[config.mk]
export PLATFORM = sky130hd
export DESIGN_NAME = scanlines
export DESIGN_NICKNAME = d
export VERILOG_FILES = /design/src/rtl/scanlines.sv
export SDC_FILE = /design/constraint.sdc
export NUM_CORES = 1
export LEC_CHECK = 0
export ABC_AREA = 1
export ABC_CLOCK_PERIOD_IN_PS = 2500
export BUFFER_PORTS_ARGS = -buffer_cell sky130_fd_sc_hd__buf_4
export CELL_PAD_IN_SITES_DETAIL_PLACEMENT = 1
export CELL_PAD_IN_SITES_GLOBAL_PLACEMENT = 2
export CORE_MARGIN = 3
export CORE_UTILIZATION = 29
export CTS_CLUSTER_DIAMETER = 40
export CTS_CLUSTER_SIZE = 40
export DETAILED_ROUTE_END_ITERATION = 10
export PLACE_DENSITY_LB_ADDON = 0.1
export SLEW_MARGIN = 20
export SYNTH_ARGS = -nofsm -noshare
export SYNTH_HDL_FRONTEND = slang
export SYNTH_SLANG_ARGS = --single-unit
export TNS_END_PERCENT = 5
[constraint.sdc]
create_clock -name clk -period 2.5 [get_ports clk]
set_input_delay 0.25 -clock clk [delete_from_list [all_inputs] [get_ports clk]]
set_output_delay 0.25 -clock clk [all_outputs]
set_load 0.02 [all_outputs]
[src/rtl/scanlines.sv]
// Scanline dimming stage: darkens every other video line by a
// frame-latched strength, blanks colour, delays syncs one pixel.
//
// Ports:
//   clk, reset      : clock, synchronous active-high reset
//   pix_ce          : pixel enable; all state moves only when high
//   mode[1:0]       : requested strength (0 off, 1 75%, 2 50%, 3 25%)
//   hblank, vblank  : blanking in
//   hs, vs          : syncs in
//   red/green/blue  : 6-bit colour in
//   *_out           : registered copies / processed colour, 1 pixel late
module scanlines (
   input  logic       clk,
   input  logic       reset,
   input  logic       pix_ce,
   input  logic [1:0] mode,
   input  logic       hblank,
   input  logic       vblank,
   input  logic       hs,
   input  logic       vs,
   input  logic [5:0] red,
   input  logic [5:0] green,
   input  logic [5:0] blue,
   output logic       hblank_out,
   output logic       vblank_out,
   output logic       hs_out,
   output logic       vs_out,
   output logic [5:0] red_out,
   output logic [5:0] green_out,
   output logic [5:0] blue_out
);

   logic       r_hs_d;
   logic       r_vs_d;
   logic       r_parity;
   logic [1:0] r_active_mode;

   logic       w_hs_rise;
   logic       w_vs_rise;
   logic       w_blank;
   logic [5:0] w_red;
   logic [5:0] w_green;
   logic [5:0] w_blue;

   // Colour uses the parity/mode as they stand before this
   // cycle's sync edges update them.
   function automatic logic [5:0] f_dim(
      input logic [5:0] c,
      input logic       par,
      input logic [1:0] m,
      input logic       blank
   );
      logic [5:0] res;
      res = c;
      if (blank) begin
         res = 6'd0;
      end else if (par) begin
         case (m)
            2'd1:    res = c - (c >> 2);
            2'd2:    res = c >> 1;
            2'd3:    res = c >> 2;
            default: res = c;
         endcase
      end
      return res;
   endfunction

   assign w_hs_rise = hs & ~r_hs_d;
   assign w_vs_rise = vs & ~r_vs_d;
   assign w_blank   = hblank | vblank;

   assign w_red   = f_dim(red,   r_parity, r_active_mode, w_blank);
   assign w_green = f_dim(green, r_parity, r_active_mode, w_blank);
   assign w_blue  = f_dim(blue,  r_parity, r_active_mode, w_blank);

   always_ff @(posedge clk) begin
      if (reset) begin
         r_hs_d        <= 1'b0;
         r_vs_d        <= 1'b0;
         r_parity      <= 1'b0;
         r_active_mode <= 2'd0;
         hblank_out    <= 1'b0;
         vblank_out    <= 1'b0;
         hs_out        <= 1'b0;
         vs_out        <= 1'b0;
         red_out       <= 6'd0;
         green_out     <= 6'd0;
         blue_out      <= 6'd0;
      end else if (pix_ce) begin
         r_hs_d     <= hs;
         r_vs_d     <= vs;
         hblank_out <= hblank;
         vblank_out <= vblank;
         hs_out     <= hs;
         vs_out     <= vs;
         red_out    <= w_red;
         green_out  <= w_green;
         blue_out   <= w_blue;
         // Frame start wins over line start so every frame
         // begins on an undimmed line.
         if (w_vs_rise) begin
            r_parity      <= 1'b0;
            r_active_mode <= mode;
         end else if (w_hs_rise) begin
            r_parity <= ~r_parity;
         end
      end
   end

endmodule

# [Word level (Yosys, flattened, before mapping)]
# Cells that the tools add are included.
[word_totals] register_bits=25 out_inout_bits=22 word_cells=35
[op_classes] n_addsub=3 n_eq_ne=3 muxes=11 bitwise=6 reduce_logical=3
[ops] cell="6-bit one-hot mux with 3 select lines" n=3
[ops] cell="6-bit 2-to-1 mux" n=6
[ops] cell="6-bit by 4-bit subtractor with 6-bit output" n=3
[ops] cell="2-bit equality test, second input constant" n=2
[ops] cell="2-bit AND reduction" n=2
[ops] cell="1-bit NOT" n=3
[ops] cell="1-bit bitwise AND" n=2
[ops] cell="2-bit by 1-bit equality test with 1-bit output, second input constant" n=1
[ops] cell="1-bit 2-to-1 mux" n=2
[ops] cell="2-bit nonzero test" n=1
[ops] cell="1-bit OR" n=1

# [Logic depth before layout (Yosys ltp)]
[logic_depth] depth_word=4 ltp_mapped=11

# [Worst setup path before layout]
# OpenSTA, ideal clock, no wires.
[synth_path] path_type="in2reg" start="input port red[0]" end="register red_out[2]" setup_ps=132 t_arrival_ps=1401 required_time_ps=2368 setup_slack_ps=967 stages=9 n_path_buf=0 cell_sequence="inv_1 ha_1 inv_1 fa_1 or2_2 nand3_1 nand4_1 nand3_1 a21oi_1"
[synth_via] elab_chain_len=4
[synth_rtl] element="start, declared" line="21" text="input logic [5:0] red,"
[synth_rtl] element="6-bit by 4-bit subtractor with 6-bit output" line="59" text="2'd1: res = c - (c >> 2);"
[synth_rtl] element="6-bit one-hot mux with 3 select lines" line="58" text="case (m)"
[synth_rtl] element="6-bit 2-to-1 mux" line="57" text="end else if (par) begin"
[synth_rtl] element="6-bit 2-to-1 mux" line="55" text="if (blank) begin"
[synth_rtl] element="end signal, assigned" line="96" text="red_out <= w_red;"
[synth_rtl] element="end, declared" line="28" text="output logic [5:0] red_out,"
# Every way passes these cells.
# A chain may end at the register's enable or synchronous reset.

# [Final worst setup path]
[layout_path] start="register r_parity" end="register red_out[5]"
[layout_via] elab_chain_len=2
[layout_rtl] element="start, declared" line="35" text="logic r_parity;"
[layout_rtl] element="start signal, assigned" line="105" text="r_parity <= ~r_parity;"
[layout_rtl] element="6-bit 2-to-1 mux" line="57"
[layout_rtl] element="6-bit 2-to-1 mux" line="55"
# Every way passes these cells.

==> impl_metrics.py <==
metrics = {
    "finish": {
        "fin_nets": 373,
        "insertedDiodeCount": 0,
        "fill_cells": 793,
        "multi_input_area_sq_mm": 0.00114,
        "drive_above_1_share": 0.197,
        "area_delta_synth_final_pct": 26.0,
        "register_area_sq_um": 500,
        "design_area_sq_mm": 0.00231,
    },
    "setup_path": {
        "critPathMostFrequentCell": "nand2_1",
        "startpoint_type": "flip-flop",
        "cp-end-kind": "flip-flop",
        "path_class": "reg -> reg",
        "slowest_stage": "dfxtp_1",
        "cp.arrival_ps": 1740,
        "path_max_fanout": 18,
        "cpPeakStageDelay_ps": 420,
        "path_cells": "nand2_2 -> nand2_4 -> inv_2 -> nor2_2 -> nand2_1 -> nand2_1 -> nand3_1 -> a21oi_1",
        "required_ps": 2710,
    },
    "synthesis": {
        "synth_largest_area_cell": "dfxtp_1",
        "synth-compound-area-share": 0.184,
        "yosysMostFrequentCell": "nand2_1",
        "syn-num-nets": 325,
        "yosys.cell_types.count": 28,
        "synth_xor_area_frac": 0,
        "ys_warn_count": 0,
        "synth.avg_cell_area_sq_um": 6.47,
        "ys.flop_type": "dfxtp_1",
        "synth_area_leaders": "dfxtp_1, nand2_1, a21oi_1, nand3_1, ha_1",
        "synthSimpleGateAreaFrac": 0.327,
        "synth-seq-cells": 25,
        "muxShareOfSynthArea": 0,
        "synth_top_family_by_area": "simple AND/OR/NAND/NOR gates",
        "synth_top_area_share": 0.273,
        "ys_async_sr_fraction": 0,
        "synth_fa_ha_area_frac": 0.115,
        "yosysSeqAreaShare": 0.273,
        "syn-instance-count": 283,
        "synth_edf_count": 0,
        "netlist_area_sq_mm": 0.00183,
        "synth_common_cells": "nand2_1, inv_1, a21oi_1",
    },
    "job": {
        "cap_violations": 0,
    },
    "route": {
        "routed_wl_um": 5940,
        "wl_per_cell_um": 14.7,
        "viasPerCell": 4.96,
        "drcViolationCount": 0,
        "dr.pass1.iters": 4,
        "ant_nets": 0,
        "drt_iter0_drc": 57,
        "vias": 2007,
    },
    "sta": {
        "timing.setup.tns_ps": 0,
        "hold_violations": 0,
        "finalCritPeriodShare": 0.612,
        "rsz0062_at_grt": "false",
        "final_max_slew_viol_count": 0,
        "fin_crit_ps": 1530,
        "fmax_mhz": 654,
        "setup_viol": 0,
        "tightest_slew_ps": 449,
        "skew_ps": 1.47,
        "max_slew_margin": 0.700,
    },
    "floorplan": {
        "ios": 49,
        "rows": 28,
        "core_area_sq_mm": 0.00603,
        "fp.dieH_um": 85.5,
        "start_util": 0.304,
        "dieArea_sq_mm": 0.00730,
        "die_w_um": 85.5,
    },
    "clock_network": {
        "h-tree-depth": 1,
        "cts_hold_buf": 0,
        "cts-buffers-inserted": 3,
        "clkTransAtPathRegs_ps": 90,
        "cts_resized": 0,
        "cts_setup_buffers": 0,
        "cts_tree": "built",
        "cts_max_path_buffers": 2,
        "clock-root-buffer": "clkbuf_8",
        "worstSkewPairLatency_ps": 270,
        "clkSinkCount": 25,
    },
    "global_route": {
        "grt_max_degree": 25,
        "antenna_found_initial": 0,
        "grt_pass1_vias": 1973,
        "grt_first_pass_wirelength_um": 9720,
        "grt_use_total": 0.168,
        "grt-ovfl-total": 0,
    },
    "placement": {
        "gp_congestion": 0.772,
        "hpwl_um": 4530,
        "dpl_cell_area_sq_mm": 0.00226,
        "portBuffers": 48,
    },
    "power": {
        "irDropWorstVdd_uv": 157,
        "power_density_mw_per_mm2": 406,
        "power_w": 0.000937,
        "p_leak_nw": 1.09,
    },
    "hold_path": {
        "hold_class": "in -> reg",
    },
    "run_status": {
        "status": "finished, final reports clean",
    },
}
## cell type report
class / instances / area share
well taps: 75 / 0.0407
clock buffers: 3 / 0.0179
flip-flops and latches: 25 / 0.217
multi-input cells: 212 / 0.496
clock inverters: 1 / 0.00217
repair buffers: 50 / 0.163
inverters: 39 / 0.0634
## cell usage in the layout (no fill, tap or decap), types with 4 or more instances in the layout
master    instances
dfxtp_1          25
o21ai_0          16
nand3_1          34
nand2_1          82
a21oi_1          35
ha_1             12
or2_2             4
o21ai_1           4
o211ai_1          4
nand4_1           4
buf_4            50
inv_1            36
## path summary, 6_finish.rpt
kind	start	end	slack [ps]	cells past startpoint
max	r_parity	red_out[5]	970	8
min	hblank	hblank_out	250	3
max reg2reg	r_parity	red_out[5]	970	8
min reg2reg	blue_out[4]	blue_out[4]	470	2
## power by group
| group | internal [W] | total (W) | switching, W |
|---|---|---|---|
| clock | 0.000112 | 0.000253 | 0.000141 |
| combinational | 0.000104 | 0.000261 | 0.000157 |
| sequential | 0.000412 | 0.000422 | 0.00000980 |
## critical path: cells and delay by family, from the launching register on
family,cells,cell delay [ps]
flops,1,420
buf+inv,1,150
compound gates,1,130
simple gates,6,760
## logic make-up after synthesis
kind of cell	Yosys count
and+or+nand+nor	134
AOI/OAI and AO/OA	63
adders and majority gates	15
buffers and inverters	46
DFF	25
## per-stage QoR
stage	util	setup WS, ps	hold WS, ps	cells
floorplan	-	967	319	283
global route	0.383	810	265	405
CTS	0.383	953	255	405
finish	0.383	971	254	405
detailed placement	0.375	725	459	401
global placement	0.375	789	453	401
## layer usage
metal  up-vias  GRT usage  wire length (um)
li1       1028          -                 -
met4         0     0.0331                29
met5         -          0                 0
met1       946      0.227              2860
met2        31      0.280              2830
met3         2     0.0291               224
## registers in the layout, summed over array words and instances (netlist names)
name           count
blue_out           6
green_out          6
hblank_out         1
r_vs_d             1
r_active_mode      2
red_out            6
vblank_out         1
r_parity           1
r_hs_d             1
Note: power is estimated with default switching activity, not from simulation.
